===== src/rtl/spi_slave_ctrl_if.sv =====
// Serial-side and memory-side signal bundle for spi_slave_ctrl.
// The master modport is the environment (SPI master plus memory); the slave modport is the controller.
interface spi_slave_ctrl_if;
    logic       SS_n;
    logic       MOSI;
    logic       MISO;
    logic [9:0] rx_data;
    logic       rx_valid;
    logic [7:0] tx_data;
    logic       tx_valid;

    modport master (
        output SS_n, MOSI, tx_data, tx_valid,
        input  MISO, rx_data, rx_valid
    );

    modport slave (
        input  SS_n, MOSI, tx_data, tx_valid,
        output MISO, rx_data, rx_valid
    );
endinterface


===== src/rtl/spi_slave_ctrl.sv =====
// SPI slave frame controller: 10-bit command/address/data frames in, 8-bit read data out on MISO.
// Optional macro SPI_RD_ORDER_CHECK_EN discards read frames whose command bits are out of order.
module spi_slave_ctrl (
    input  logic             clk,
    input  logic             rst_n,
    spi_slave_ctrl_if.slave  bus
);

    typedef enum logic [2:0] {
        IDLE,
        CHK_CMD,
        WRITE,
        READ_ADD,
        READ_DATA
    } state_t;

    state_t     r_state;
    logic [3:0] r_bit_cnt;
    logic [8:0] r_rx_shift;
    logic [9:0] r_rx_data;
    logic       r_rx_valid;
    logic       r_miso;
    logic       r_rd_flag;
    logic [7:0] r_tx_shift;
    logic       r_rx_done;
    logic       r_tx_armed;
    logic       r_tx_loaded;

    logic [9:0] w_word;
    logic       w_order_ok;

    assign bus.MISO     = r_miso;
    assign bus.rx_data  = r_rx_data;
    assign bus.rx_valid = r_rx_valid;

    // w_word is the complete frame as it stands on the edge that samples bit 0.
    always_comb begin
        // NOTE: every combinational output gets a default first so no path can infer a latch.
        w_word     = {r_rx_shift, bus.MOSI};
        w_order_ok = 1'b1;
`ifdef SPI_RD_ORDER_CHECK_EN
        case (r_state)
            READ_ADD:  w_order_ok = (w_word[9:8] == 2'b10);
            READ_DATA: w_order_ok = (w_word[9:8] == 2'b11);
            default:   w_order_ok = 1'b1;
        endcase
`else
        w_order_ok = 1'b1;
`endif
    end

    // NOTE: all state here uses non-blocking assignments so every register sees pre-edge values.
    always_ff @(posedge clk) begin
        if (!rst_n) begin
            r_state     <= IDLE;
            r_bit_cnt   <= 4'd0;
            r_rx_shift  <= 9'd0;
            r_rx_data   <= 10'h000;
            r_rx_valid  <= 1'b0;
            r_miso      <= 1'b0;
            r_rd_flag   <= 1'b0;
            r_tx_shift  <= 8'd0;
            r_rx_done   <= 1'b0;
            r_tx_armed  <= 1'b0;
            r_tx_loaded <= 1'b0;
        end else begin
            r_rx_valid <= 1'b0;
            r_miso     <= 1'b0;

            if (bus.SS_n) begin
                // Deselect aborts whatever is in flight, including a frame on its bit-0 edge.
                r_state     <= IDLE;
                r_bit_cnt   <= 4'd0;
                r_rx_done   <= 1'b0;
                r_tx_armed  <= 1'b0;
                r_tx_loaded <= 1'b0;
            end else begin
                case (r_state)
                    IDLE: begin
                        r_state <= CHK_CMD;
                    end

                    CHK_CMD: begin
                        r_rx_shift  <= {8'd0, bus.MOSI};
                        r_bit_cnt   <= 4'd0;
                        r_rx_done   <= 1'b0;
                        r_tx_armed  <= 1'b0;
                        r_tx_loaded <= 1'b0;
                        if (!bus.MOSI)
                            r_state <= WRITE;
                        else if (!r_rd_flag)
                            r_state <= READ_ADD;
                        else
                            r_state <= READ_DATA;
                    end

                    WRITE, READ_ADD, READ_DATA: begin
                        if (!r_rx_done) begin
                            if (r_bit_cnt == 4'd8) begin
                                r_rx_done <= 1'b1;
                                if (w_order_ok) begin
                                    r_rx_data  <= w_word;
                                    r_rx_valid <= 1'b1;
                                end
                                if (r_state == READ_ADD && w_order_ok)
                                    r_rd_flag <= 1'b1;
                                else if (r_state == READ_DATA)
                                    r_rd_flag <= 1'b0;
                                r_tx_armed <= (r_state == READ_DATA) && w_order_ok;
                            end else begin
                                r_rx_shift <= {r_rx_shift[7:0], bus.MOSI};
                                r_bit_cnt  <= r_bit_cnt + 4'd1;
                            end
                        end else if (r_state == READ_DATA && r_tx_armed) begin
                            // Only the first tx_valid after the frame loads; later ones are ignored.
                            if (!r_tx_loaded) begin
                                if (bus.tx_valid) begin
                                    r_tx_shift  <= bus.tx_data;
                                    r_tx_loaded <= 1'b1;
                                    r_bit_cnt   <= 4'd0;
                                end
                            end else if (r_bit_cnt != 4'd8) begin
                                r_miso     <= r_tx_shift[7];
                                r_tx_shift <= {r_tx_shift[6:0], 1'b0};
                                r_bit_cnt  <= r_bit_cnt + 4'd1;
                            end
                        end
                    end

                    default: begin
                        r_state <= IDLE;
                    end
                endcase
            end
        end
    end

endmodule


===== src/flat_wrapper.sv =====
// flat-port wrapper written by rule: the top's interface ports become plain ports
module spi_slave_ctrl_flat 
  (clk, rst_n, bus_SS_n, bus_MOSI, bus_tx_data, bus_tx_valid, bus_MISO, bus_rx_data, bus_rx_valid);
  spi_slave_ctrl_if bus_i ();
  input  logic clk;
  input  logic rst_n;
  input wire logic [$bits(bus_i.SS_n)-1:0] bus_SS_n;
  input wire logic [$bits(bus_i.MOSI)-1:0] bus_MOSI;
  input wire logic [$bits(bus_i.tx_data)-1:0] bus_tx_data;
  input wire logic [$bits(bus_i.tx_valid)-1:0] bus_tx_valid;
  output wire logic [$bits(bus_i.MISO)-1:0] bus_MISO;
  output wire logic [$bits(bus_i.rx_data)-1:0] bus_rx_data;
  output wire logic [$bits(bus_i.rx_valid)-1:0] bus_rx_valid;
  assign bus_i.SS_n = bus_SS_n;
  assign bus_i.MOSI = bus_MOSI;
  assign bus_i.tx_data = bus_tx_data;
  assign bus_i.tx_valid = bus_tx_valid;
  assign bus_MISO = bus_i.MISO;
  assign bus_rx_data = bus_i.rx_data;
  assign bus_rx_valid = bus_i.rx_valid;
  spi_slave_ctrl u_core (.clk(clk), .rst_n(rst_n), .bus(bus_i));
endmodule

===== config.mk =====
export PLATFORM = sky130hd
export DESIGN_NAME = spi_slave_ctrl_flat
export DESIGN_NICKNAME = d
export VERILOG_FILES = /design/src/rtl/spi_slave_ctrl_if.sv /design/src/rtl/spi_slave_ctrl.sv /design/src/flat_wrapper.sv
export SDC_FILE = /design/constraint.sdc
export NUM_CORES = 1
export LEC_CHECK = 0
export CAP_MARGIN = 25
export CORE_ASPECT_RATIO = 1.1
export CORE_MARGIN = 2
export CORE_UTILIZATION = 42
export DETAILED_ROUTE_END_ITERATION = 8
export GPL_ROUTABILITY_DRIVEN = 0
export GPL_TIMING_DRIVEN = 0
export MAX_ROUTING_LAYER = met4
export PLACE_DENSITY = 0.66
export SLEW_MARGIN = 30
export SYNTH_ARGS = -nofsm -noshare
export SYNTH_HDL_FRONTEND = slang
export SYNTH_SLANG_ARGS = --single-unit

===== constraint.sdc =====
create_clock -name clk -period 1.6 [get_ports clk]
set_input_delay 0.32 -clock clk [delete_from_list [all_inputs] [get_ports clk]]
set_output_delay 0.32 -clock clk [all_outputs]
set_load 0.01 [all_outputs]

==> results.py, run 1 <==
metrics = {
    "outcome": {
        "status": "complete, but fails checks",
        "violations": "negative setup slack",
    },
    "timing": {
        "fin_skew_ns": 0.0120,
        "min_period_ns": 1.64,
        "finalWorstSetupSlack_ns": -0.0389,
        "setup_viol": 9,
        "finalCritPeriodShare_pct": 102,
        "rsz0062_at_grt": "true",
        "hold_viol_final": 0,
        "max_freq_mhz": 610,
        "finalMaxSlewViolations": 0,
        "worst_pin_slew_ns": 0.628,
        "max_slew_margin_pct": 58.1,
    },
    "setup_path": {
        "critPathCaptureType": "register",
        "required_ns": 1.79,
        "max_stage_delay_ns": 0.38,
        "cp.arrival_ns": 1.83,
        "critPathTopFamily": "compound AO/OA/AOI/OAI gates",
        "critPathKind": "reg -> reg",
        "cp-start-kind": "register",
        "crit_buf_inv": 2,
        "path_cells": "nor3b_4 > buf_4 > o211ai_1 > a21oi_4 > buf_2 > o21ai_1",
        "cp_slowest_cell": "dfxtp_4",
        "cp_max_fo": 5,
    },
    "grt": {
        "grt_pass1_vias": 1461,
        "track_usage_pct": 18.0,
        "overflow": 0,
        "antenna_found_initial": 0,
        "grt_max_degree": 14,
        "grt_pass1_wl_um": 6470,
    },
    "final_layout": {
        "postLayoutCellArea_um2": 2440,
        "final_common_cell": "dfxtp_1",
        "seqCellArea_um2": 812,
        "drive_gt1_share_pct": 22.3,
        "antenna_cells": 0,
        "final_cell_mix": "35 x dfxtp_1, 23 x nand2_1, 23 x clkdlybuf4s50_1, 16 x mux2i_1, 15 x buf_4",
        "area_growth_pct": 35.6,
        "fillers": 378,
        "fin_nets": 256,
        "multi_input_area_um2": 960,
    },
    "logic_synthesis": {
        "ys_seq_area_share_pct": 44.4,
        "synth_cell_types": 40,
        "async_flop_share_pct": 0,
        "synth-edff-count": 0,
        "syn_nets": 209,
        "synth-main-ff-cell": "dfxtp_1",
        "yosysWarnings": 0,
        "synthCells": 194,
        "synth-seq-cells": 40,
        "avgSynthCellArea_um2": 9.29,
        "netlist_area_um2": 1800,
    },
    "routing": {
        "post-route-drc-count": 0,
        "drt_iter0_drc": 54,
        "wl_per_cell_um": 13.5,
        "viasPerCell": 5.32,
        "first_pass_iters": 4,
        "antenna_left": 0,
        "via_count": 1565,
        "wl_um": 3970,
    },
    "worst_hold_path": {
        "hold_class": "reg -> reg",
    },
    "clock_network": {
        "clk_latency_ns": 0.30,
        "cts_root_buffer": "clkbuf_8",
        "cts_tree": "done",
        "clkSlewWorstSetupHoldPaths_ns": 0.08,
        "h-tree-depth": 2,
        "numCtsBuffers": 5,
        "clk_path_buf_depth": 2,
        "clock_sinks": 40,
    },
    "pwr": {
        "p_leak_uw": 0.000929,
        "max-vdd-ir-drop_mv": 0.552,
        "p_per_area_nw_per_um2": 806,
    },
    "floorplan": {
        "io_pins": 25,
        "die_area_um2": 4830,
        "die_y_um": 72.7,
        "start_util_pct": 44.4,
        "num_rows": 24,
        "die_w_um": 66.5,
        "core_area_um2": 4050,
    },
    "place": {
        "hpwlAfterDp_um": 2500,
        "portBuffers": 24,
        "dp_slack_ns": -0.377,
        "placed_cell_area_um2": 2110,
    },
    "flow_run": {
        "cap_violations": 0,
    },
}
Yosys cell counts (3+ instances only):
cell,n,share of area [%]
a21oi_1,7,1.9
buf_2,3,0.83
clkbuf_1,5,1.0
dfxtp_1,40,44
inv_1,6,1.2
mux2i_1,17,9.4
nand2_1,23,4.8
nand3_1,6,1.7
nand3b_1,3,1.2
nand4_1,9,3.1
nor2_1,6,1.2
nor2b_1,14,4.9
o211a_1,8,4.4
o21ai_0,3,0.83
o21ai_1,10,2.8
cells by family after synthesis:
logic type	Yosys count	share of synthesized area, %
buffers and inverters	19	5.42
and+or+nand+nor	77	23.8
DFF	40	44.4
muxes	17	9.44
adders and majority gates	2	1.39
AOI/OAI and AO/OA	39	15.5
what timing repair did:
action	4_1_cts	5_1_grt
cloned	1	1
setup endpoints to repair	31	35
pin swaps	9	10
buffers inserted	14	3
hold buffers	0	0
resized for setup	17	14
cell type report:
class	instances	share of cell area, %
multi-input cells	135	39.3
plain buffers	10	2.82
well taps	52	2.66
clock buffers	5	2.82
clock inverters	3	1.74
repair buffers	43	16.5
inverters	6	0.922
flip-flops and latches	40	33.2
report_power, final:
part           switching (µW)  leakage, µW  total (µW)  internal (µW)
Sequential               5.36     0.000325        1000            996
Combinational            65.3     0.000549         135           69.5
Clock                     370    0.0000541         831            462
Total                     440     0.000929        1970           1530
stage by stage:
stage	util, %	hold WS, ns	power [µW]	setup TNS [ns]	instances
after global placement	52.1	0.442	1140	-9.50	270
after global routing	60.2	0.482	2030	-1.74	294
after floorplan	-	0.422	1090	0	194
final	60.2	0.445	1970	-0.204	294
after detailed placement	52.1	0.443	1140	-9.46	270
after CTS	58.8	0.454	1980	-0.0189	291
worst paths after layout:
kind / from / end / slack (ns) / depth (start not counted)
worst max-delay path: u_core.r_state[2] / u_core.r_rx_shift[0] / -0.04 / 6
worst min register to register: u_core.r_tx_shift[7] / u_core.bus.MISO / 0.45 / 2
worst max register to register: u_core.r_state[2] / u_core.r_rx_shift[0] / -0.04 / 6
worst min-delay path: u_core.r_tx_shift[7] / u_core.bus.MISO / 0.45 / 2
state kept, by name (all words and copies together), names as in the netlist:
signal	count
u_core.r_bit_cnt	4
u_core.r_rd_flag	1
u_core.bus.rx_valid	1
u_core.r_tx_loaded	1
u_core.r_tx_armed	1
u_core.bus.rx_data	10
u_core.r_tx_shift	8
u_core.r_rx_shift	9
u_core.r_rx_done	1
u_core.bus.MISO	1
u_core.r_state	3
worst reg2reg max path, stage by stage (launching register included):
cell	delay, ns
dfxtp_4	0.38
nor3b_4	0.30
buf_4	0.17
o211ai_1	0.13
a21oi_4	0.27
buf_2	0.22
o21ai_1	0.08
layer usage:
layer / track usage [%] / part of all wire (%) / vias to the layer above
li1: - / - / 786
met1: 22.9 / 49 / 747
met2: 28.1 / 47 / 25
met3: 4.17 / 3.2 / 7
met4: 6.35 / 1.3 / 0
met5: - / 0 / -
Power figures use the tool's default switching activity.
==> run 2: changes to the inputs <==
--- a/config.mk
+++ b/config.mk
@@ -9,11 +9,11 @@
 export CORE_ASPECT_RATIO = 1.1
 export CORE_MARGIN = 2
 export CORE_UTILIZATION = 42
+export CTS_CLUSTER_DIAMETER = 150
 export DETAILED_ROUTE_END_ITERATION = 8
 export GPL_ROUTABILITY_DRIVEN = 0
 export GPL_TIMING_DRIVEN = 0
 export MAX_ROUTING_LAYER = met4
-export PLACE_DENSITY = 0.66
 export SLEW_MARGIN = 30
 export SYNTH_ARGS = -nofsm -noshare
 export SYNTH_HDL_FRONTEND = slang
==> constraint.sdc (replaced) <==
create_clock -name clk -period 2 [get_ports clk]
set_input_delay 0.4 -clock clk [delete_from_list [all_inputs] [get_ports clk]]
set_output_delay 0.4 -clock clk [all_outputs]
set_load 0.01 [all_outputs]
==> results.py, run 2 (synthesis results as in run 1) <==
metrics = {
    "outcome": {
        "status": "finished, final reports clean",
    },
    "final_layout": {
        "fin_nets": 241,
        "seqCellArea_um2": 801,
        "antenna_cells": 0,
        "largest_reg_flops": 10,
        "multi_input_area_um2": 915,
        "drive_gt1_share_pct": 10.1,
        "area_growth_pct": 23.1,
        "final_cell_mix": "40 x dfxtp_1, 24 x clkdlybuf4s50_1, 23 x nand2_1, 17 x mux2i_1, 14 x nor2b_1",
        "fillers": 404,
        "postLayoutCellArea_um2": 2220,
        "final_common_cell": "dfxtp_1",
    },
    "setup_path": {
        "reg2reg_from": "u_core.r_bit_cnt[0]",
        "cp-startpoint": "u_core.r_bit_cnt[0]",
        "path_cells": "inv_1 > ha_1 > nand3b_1 > o211ai_1 > a21oi_4 > buf_6 > nand3_1 > o21ai_1",
        "required_ns": 2.23,
        "critPathCaptureType": "register",
        "reg2reg_depth": 8,
        "cp.arrival_ns": 2.08,
        "cp-start-kind": "register",
        "max_stage_delay_ns": 0.39,
        "cp_slowest_cell": "dfxtp_1",
        "critPathKind": "reg -> reg",
        "cp_max_fo": 10,
    },
    "grt": {
        "antenna_found_initial": 0,
        "grt_pass1_vias": 1418,
        "grt_max_degree": 13,
        "grt_pass1_wl_um": 6290,
        "track_usage_pct": 17.2,
        "overflow": 0,
    },
    "timing": {
        "rsz0062_at_grt": "false",
        "setup_viol": 0,
        "max_slew_margin_pct": 60.1,
        "min_period_ns": 1.85,
        "max_freq_mhz": 540,
        "finalCritPeriodShare_pct": 92.6,
        "worst_pin_slew_ns": 0.599,
        "fin_skew_ns": 0.00884,
        "hold_viol_final": 0,
        "hold_ws_ns": 0.459,
        "finalMaxSlewViolations": 0,
    },
    "pwr": {
        "seq_power_share_pct": 55.5,
        "total_power_uw": 1450,
        "clkPwrFrac_pct": 37.9,
        "p_switching_uw": 326,
        "p_int_uw": 1120,
        "p_leak_uw": 0.000810,
        "max-vdd-ir-drop_mv": 0.508,
        "combPwrFrac_pct": 6.6,
        "sw_frac_of_total_pct": 22.6,
        "p_per_area_nw_per_um2": 652,
    },
    "routing": {
        "wl_per_cell_um": 13.5,
        "viasPerCell": 5.35,
        "drt_iter0_drc": 112,
        "via_count": 1493,
        "antenna_left": 0,
        "post-route-drc-count": 0,
        "first_pass_iters": 4,
        "wl_um": 3780,
    },
    "clock_network": {
        "numCtsBuffers": 5,
        "h-tree-depth": 2,
        "clk_path_buf_depth": 2,
        "clock_sinks": 40,
        "clk_latency_ns": 0.29,
        "cts_tree": "done",
        "cts_root_buffer": "clkbuf_8",
        "clkSlewWorstSetupHoldPaths_ns": 0.08,
        "cts_hold_buffers": 0,
    },
    "worst_hold_path": {
        "hold_class": "reg -> reg",
        "hp-start": "u_core.r_tx_shift[7]",
        "hold_path_depth": 2,
    },
    "flow_run": {
        "cap_violations": 0,
    },
    "floorplan": {
        "die_y_um": 72.7,
        "core_area_um2": 4050,
        "num_rows": 24,
        "io_pins": 25,
        "die_w_um": 66.5,
        "start_util_pct": 44.4,
        "die_area_um2": 4830,
    },
    "place": {
        "hpwlAfterDp_um": 2590,
        "portBuffers": 24,
        "placed_cell_area_um2": 2110,
    },
}
run 2: area by class of cell:
class | count | share of cell area [%]
multi-input cells | 135 | 41.2
well taps | 52 | 2.93
plain buffers | 13 | 3.38
flip-flops and latches | 40 | 36.1
clock inverters | 2 | 0.451
inverters | 6 | 1.02
clock buffers | 6 | 3.72
repair buffers | 25 | 11.2
run 2: power by group through the flow:
stage | combinational (µW) | sequential (µW) | clock, µW
final | 95.8 | 802 | 548
after floorplan | 52.8 | 820 | 0
after global placement | 94.1 | 820 | 0
after CTS | 95.3 | 802 | 561
after detailed placement | 94.1 | 821 | 0
after global routing | 105 | 802 | 605
run 2: per-layer routing:
metal	track usage [%]	vias to the layer above	wire (µm)
li1	-	752	-
met1	21.5	698	1800
met2	27.4	36	1760
met3	4.78	7	145
met4	4.76	0	69
met5	-	-	0
run 2: metrics by stage:
stage               util [%]  std cells  setup WS (ns)  setup TNS, ns
CTS                     54.4        278          0.127              0
floorplan                  -        194          0.362              0
global route            54.7        279        0.00993              0
finish                  54.7        279          0.147              0
detailed placement      52.0        270         -0.174          -1.90
global placement        52.0        270         -0.140          -1.55
run 2: final timing paths:
check	to	slack, ns
max	u_core.r_rx_shift[0]	0.15
min	u_core.bus.MISO	0.46
max reg2reg	u_core.r_rx_shift[0]	0.15
min reg2reg	u_core.bus.MISO	0.46
run 2: worst max-delay path, delay by kind of cell (launching register included):
kind | cells | cell delay (ns)
AOI/OAI and AO/OA | 3 | 0.61
adders and majority gates | 1 | 0.21
buffers and inverters | 2 | 0.24
DFF | 1 | 0.39
and+or+nand+nor | 2 | 0.33
run 2: timing repair:
action	4_1_cts	5_1_grt
hold endpoints to repair	0	0
setup endpoints to repair	1	4
setup buffers	0	1
gates cloned	0	0
pin swaps	0	0
resized for setup	1	1
